==> src/rtl/hmac_sha1_if.sv <==
// Bundles the OTP front-end handshake and the SHA-1 core connection of hmac_sha1.
// slave is the sequencer's view; master is the view of the surrounding logic (front end plus core).
interface hmac_sha1_if;
    logic         start;
    logic [511:0] key;
    logic [63:0]  counter;
    logic         busy;
    logic         done;
    logic [159:0] mac;
    logic         sha_reset;
    logic         sha_feed;
    logic [511:0] sha_message;
    logic [159:0] sha_hash;
    logic         sha_done;

    modport slave (
        input  start, key, counter, sha_hash, sha_done,
        output busy, done, mac, sha_reset, sha_feed, sha_message
    );

    modport master (
        output start, key, counter, sha_hash, sha_done,
        input  busy, done, mac, sha_reset, sha_feed, sha_message
    );
endinterface

==> src/rtl/hmac_sha1.sv <==
// HMAC-SHA1 sequencer for HOTP/TOTP: steps one single-block SHA-1 core through
// the inner and outer two-block passes over an 8-byte moving factor.
module hmac_sha1 (
    input  logic        clk,
    input  logic        reset,
    hmac_sha1_if.slave  bus
);

    typedef enum logic [3:0] {
        IDLE, INIT_IN, FEED_I1, WAIT_I1, FEED_I2, WAIT_I2,
        INIT_OUT, FEED_O1, WAIT_O1, FEED_O2, WAIT_O2
    } state_t;

    state_t        state_q;
    logic [511:0]  key_q;
    logic [63:0]   ctr_q;
    logic [159:0]  inner_q;
    logic [159:0]  mac_q;
    logic          done_q;
    logic          feed_state;

    always_ff @(posedge clk or posedge reset) begin
        if (reset) begin
            state_q <= IDLE;
            key_q   <= '0;
            ctr_q   <= '0;
            inner_q <= '0;
            mac_q   <= '0;
            done_q  <= 1'b0;
        end else begin
            done_q <= 1'b0;
            case (state_q)
                IDLE: begin
                    if (bus.start) begin
                        key_q   <= bus.key;
                        ctr_q   <= bus.counter;
                        state_q <= INIT_IN;
                    end
                end
                INIT_IN:  state_q <= FEED_I1;
                FEED_I1:  if (bus.sha_done) state_q <= WAIT_I1;
                WAIT_I1:  if (bus.sha_done) state_q <= FEED_I2;
                FEED_I2:  if (bus.sha_done) state_q <= WAIT_I2;
                WAIT_I2: begin
                    if (bus.sha_done) begin
                        inner_q <= bus.sha_hash;
                        state_q <= INIT_OUT;
                    end
                end
                INIT_OUT: state_q <= FEED_O1;
                FEED_O1:  if (bus.sha_done) state_q <= WAIT_O1;
                WAIT_O1:  if (bus.sha_done) state_q <= FEED_O2;
                FEED_O2:  if (bus.sha_done) state_q <= WAIT_O2;
                WAIT_O2: begin
                    if (bus.sha_done) begin
                        mac_q   <= bus.sha_hash;
                        done_q  <= 1'b1;
                        state_q <= IDLE;
                    end
                end
                default:  state_q <= IDLE;
            endcase
        end
    end

    // A feed is only issued when the core reports ready, so each pulse is one cycle.
    assign feed_state = (state_q == FEED_I1) || (state_q == FEED_I2) ||
                        (state_q == FEED_O1) || (state_q == FEED_O2);

    assign bus.sha_feed  = feed_state && bus.sha_done;
    assign bus.sha_reset = reset || (state_q == INIT_IN) || (state_q == INIT_OUT);
    assign bus.busy      = (state_q != IDLE);
    assign bus.done      = done_q;
    assign bus.mac       = mac_q;

    always_comb begin
        bus.sha_message = '0;
        case (state_q)
            FEED_I1: bus.sha_message = key_q ^ {64{8'h36}};
            FEED_I2: bus.sha_message = {ctr_q, 8'h80, 376'b0, 64'd576};
            FEED_O1: bus.sha_message = key_q ^ {64{8'h5c}};
            FEED_O2: bus.sha_message = {inner_q, 8'h80, 280'b0, 64'd672};
            default: bus.sha_message = '0;
        endcase
    end

endmodule

==> src/flat_wrapper.sv <==
// flat-port wrapper written by rule: the top's interface ports become plain ports
module hmac_sha1_flat 
  (clk, reset, bus_start, bus_key, bus_counter, bus_sha_hash, bus_sha_done, bus_busy, bus_done, bus_mac, bus_sha_reset, bus_sha_feed, bus_sha_message);
  hmac_sha1_if bus_i ();
  input  logic clk;
  input  logic reset;
  input wire logic [$bits(bus_i.start)-1:0] bus_start;
  input wire logic [$bits(bus_i.key)-1:0] bus_key;
  input wire logic [$bits(bus_i.counter)-1:0] bus_counter;
  input wire logic [$bits(bus_i.sha_hash)-1:0] bus_sha_hash;
  input wire logic [$bits(bus_i.sha_done)-1:0] bus_sha_done;
  output wire logic [$bits(bus_i.busy)-1:0] bus_busy;
  output wire logic [$bits(bus_i.done)-1:0] bus_done;
  output wire logic [$bits(bus_i.mac)-1:0] bus_mac;
  output wire logic [$bits(bus_i.sha_reset)-1:0] bus_sha_reset;
  output wire logic [$bits(bus_i.sha_feed)-1:0] bus_sha_feed;
  output wire logic [$bits(bus_i.sha_message)-1:0] bus_sha_message;
  assign bus_i.start = bus_start;
  assign bus_i.key = bus_key;
  assign bus_i.counter = bus_counter;
  assign bus_i.sha_hash = bus_sha_hash;
  assign bus_i.sha_done = bus_sha_done;
  assign bus_busy = bus_i.busy;
  assign bus_done = bus_i.done;
  assign bus_mac = bus_i.mac;
  assign bus_sha_reset = bus_i.sha_reset;
  assign bus_sha_feed = bus_i.sha_feed;
  assign bus_sha_message = bus_i.sha_message;
  hmac_sha1 u_core (.clk(clk), .reset(reset), .bus(bus_i));
endmodule
==> config.mk <==
export PLATFORM = sky130hd
export DESIGN_NAME = hmac_sha1_flat
export DESIGN_NICKNAME = d
export VERILOG_FILES = /design/src/rtl/hmac_sha1_if.sv /design/src/rtl/hmac_sha1.sv /design/src/flat_wrapper.sv
export SDC_FILE = /design/constraint.sdc
export NUM_CORES = 2
export LEC_CHECK = 0
export ABC_AREA = 1
export CAP_MARGIN = 20
export CORE_AREA = 2 2 558 560
export DETAILED_ROUTE_END_ITERATION = 7
export DIE_AREA = 0 0 560 562
export GPL_TIMING_DRIVEN = 0
export PLACE_DENSITY = 0.38
export REMOVE_ABC_BUFFERS = 1
export SLEW_MARGIN = 20
export SYNTH_ARGS = -nofsm -noshare
export SYNTH_HDL_FRONTEND = slang
export SYNTH_SLANG_ARGS = --single-unit
==> constraint.sdc <==
create_clock -name clk -period 89.1 [get_ports clk]
set_clock_uncertainty 0.1 [all_clocks]
set_input_delay 17.82 -clock clk [delete_from_list [all_inputs] [get_ports clk]]
set_output_delay 17.82 -clock clk [all_outputs]
set_load 0.02 [all_outputs]
==> impl_metrics.csv <==
group,metric,value,unit
status,status,"complete, no violations",
placed_design,numPortBuffers,1415,
synthesis,yosys.area_share.xor_xnor,0,%
floorplan,core,308000,sq um
placed_design,hpwlAfterDp,181000,microns
critical_path,cp-end-kind,"output port",
critical_path,crit_path_start_kind,"primary input",
floorplan,num_io_pins,1416,
synthesis,synth_top_area_share,56.3,%
sta,tightest_slew,0.966,ns
cts,clockBufferDepth,4,
cts,clkLatencyLatePin,0.78,ns
cts,cts_tree,"built",
sta,setup_viol,0,
power,ir_worst_vdd,0.0000242,V
sta,hold_slack,0.378,ns
global_routing,grt_pass1_vias,38413,
final_layout,syn2layout_area_growth,61.1,%
critical_path,path_max_fanout,87,
sta,period_needed,38.55,ns
global_routing,use_met1,17.1,%
final_layout,layout-drive-gt1-share,4.99,%
global_routing,grt_pass1_wl,321000,microns
synthesis,synth_cell_types,23,
sta,fin_crit_sh,43.3,%
floorplan,die-height,562,microns
synthesis,syn_area,40000,sq um
power,powerDensity,37.2,nW/um^2
synthesis,ys_warn_count,0,
global_routing,grt_usage,14.3,%
final_layout,layout.nets,7021,
synthesis,synth_compound_area_share,16.2,%
cts,h-tree-depth,4,
detailed_routing,initialDrtViolationCount,2339,
cts,post_cts_buffers,0,
job,cap_viol_max_count,0,
floorplan,rows,204,
detailed_routing,drcViolationCount,0,
synthesis,synth.area.top_cells,"dfrtp_1, nand2_1, o21ai_0",
synthesis,seq_area_frac_synth,56.3,%
sta,final-hold-violation-count,0,
detailed_routing,ant_nets,0,
detailed_routing,wl_per_cell,22.1,microns
synthesis,yosys.area_share.adder,0,%
detailed_routing,drt_first_pass_iters,5,
synthesis,synth_top_family_by_area,"simple AND/OR/NAND/NOR gates",
synthesis,syn_inst,4960,
synthesis,avgSynthCellArea,8.07,sq um
floorplan,die_w,560,microns
sta,rsz0062_at_grt,"false",
cts,cts.clk_slew.worst_paths,0.05,ns
global_routing,grt_max_degree,99,
detailed_routing,wirelength,232000,microns
critical_path,critical_path_class,"primary input to output port",
floorplan,initial_core_util,13.0,%
power,totalPowerFinal,2.40,mW
detailed_routing,vias,38229,
sta,fin_tns_setup,0,ns
power,leakage,29.1,nW
synthesis,synth_area_leader_cell,"dfrtp_1",
placed_design,place_congestion,0.863,
global_routing,grt_use_met2,23.4,%
cts,ctsHoldBuffers,0,
global_routing,use_met3,6.17,%
sta,slew_headroom,35.3,%
critical_path,cp.arrival,20.63,ns
global_routing,top_usage_layer,"met2",
critical_path,ff2ff_setup_slack,84.82,ns
synthesis,synth_mux_area_share,0,%
sta,clock.fmax,25.9,MHz
global_routing,overflow,0,
cts,cts-root-buf,"clkbuf_16",
cts,clock-sinks,901,
final_layout,nFillCells,34343,
synthesis,synthSimpleGateAreaFrac,16.5,%
critical_path,crit_required,71.18,ns
synthesis,synth_seq_cells,901,
min_path,hp-class,"flip-flop to flip-flop",
sta,final-max-slew-violation-count,0,
cts,post_cts_resize_count,0,
floorplan,dieArea,315000,sq um
detailed_routing,vias_per_cell,3.63,
cts,numCtsBuffers,138,
global_routing,antenna_found_initial,89,
layout by cell type, fill, tap and decap left out, drive strengths merged, types with 5 or more instances in the layout:
cell	n
o22ai	47
nor2	422
dfrtp	901
o21ai	880
nand2	1275
clkdlybuf4s50	1414
inv	763
bufinv	10
a21oi	237
buf	90
nand3	38
o211ai	78
diode	27
clkinvlp	5
clkinv	17
clkbuf	192
worst paths after layout:
check                             startpoint  cells past startpoint                 to
setup reg to reg           u_core.state_q[2]                     12  u_core.key_q[104]
min in group asynchronous              reset                      2  u_core.key_q[189]
setup / recovery                       reset                      6      bus_sha_reset
max in group asynchronous              reset                      7    u_core.key_q[4]
hold / removal              u_core.ctr_q[50]                      2   u_core.ctr_q[50]
hold reg to reg             u_core.ctr_q[50]                      2   u_core.ctr_q[50]
metrics by stage:
step / setup WS (ns) / utilization, % / cell area [sq um] / cells
after CTS: 50.24 / 20.9 / 64400 / 10493
after global placement: 9.15 / 18.7 / 57800 / 10172
after detailed placement: 50.26 / 19.4 / 59900 / 10261
final: 50.55 / 20.9 / 64500 / 10520
after floorplan: 29.26 / - / 38500 / 4637
after global routing: 50.16 / 20.9 / 64400 / 10499
critical path: stages:
cell	delay [ns]
clkdlybuf4s50_1	0.49
inv_8	0.34
buf_16	0.34
buf_16	0.36
o221ai_1	0.40
clkdlybuf4s50_1	0.73
state kept, by name, indices dropped and copies added (netlist names):
register         cells
u_core.state_q       4
u_core.key_q       512
u_core.inner_q     160
u_core.ctr_q        64
u_core.bus.mac     160
u_core.bus.done      1
area by class of cell:
class	instances	area, sq um	share of cell area, %
antenna	27	67.6	0.105
clock buffer	192	3930	6.09
clock inverter	40	582	0.902
inverter	755	2860	4.43
multi-input combinational	2981	13200	20.4
sequential	901	22500	35.0
tap	4120	5150	7.99
timing repair buffer	1504	16200	25.1
cell families (layout without fill, tap and decap cells):
| family | count (synthesis) | count (layout) |
|---|---|---|
| buf+inv | 1078 | 2491 |
| flops | 901 | 901 |
| compound gates | 1243 | 1243 |
| other cells | 0 | 27 |
| simple gates | 1738 | 1738 |
cell usage after synthesis:
library cell	n
buf_2	121
buf_1	4
clkbuf_1	149
or2_2	1
o21ai_0	857
nor2_2	4
o211ai_1	78
o221ai_1	1
nand2_2	2
inv_2	6
o22ai_1	47
a21oi_1	237
nor2_4	1
nand3_1	38
nor2_1	417
nand2_1	1273
buf_4	45
dfrtp_1	901
nand4_1	1
o21ai_1	23
nor3_4	1
inv_1	749
buf_6	4
per-layer routing:
metal	share of wire [%]	up-vias
met5	0.19	-
met4	2.5	66
met3	10	322
met2	46	1403
met1	41	18304
li1	-	18134
report_power, final:
group	leakage, nW	switching, mW	total [mW]	internal, mW
sequential	10.9	0.0915	0.680	0.589
clock	2.20	0.223	0.560	0.338
combinational	15.9	0.724	1.16	0.433
Power figures use the tool's default switching activity.
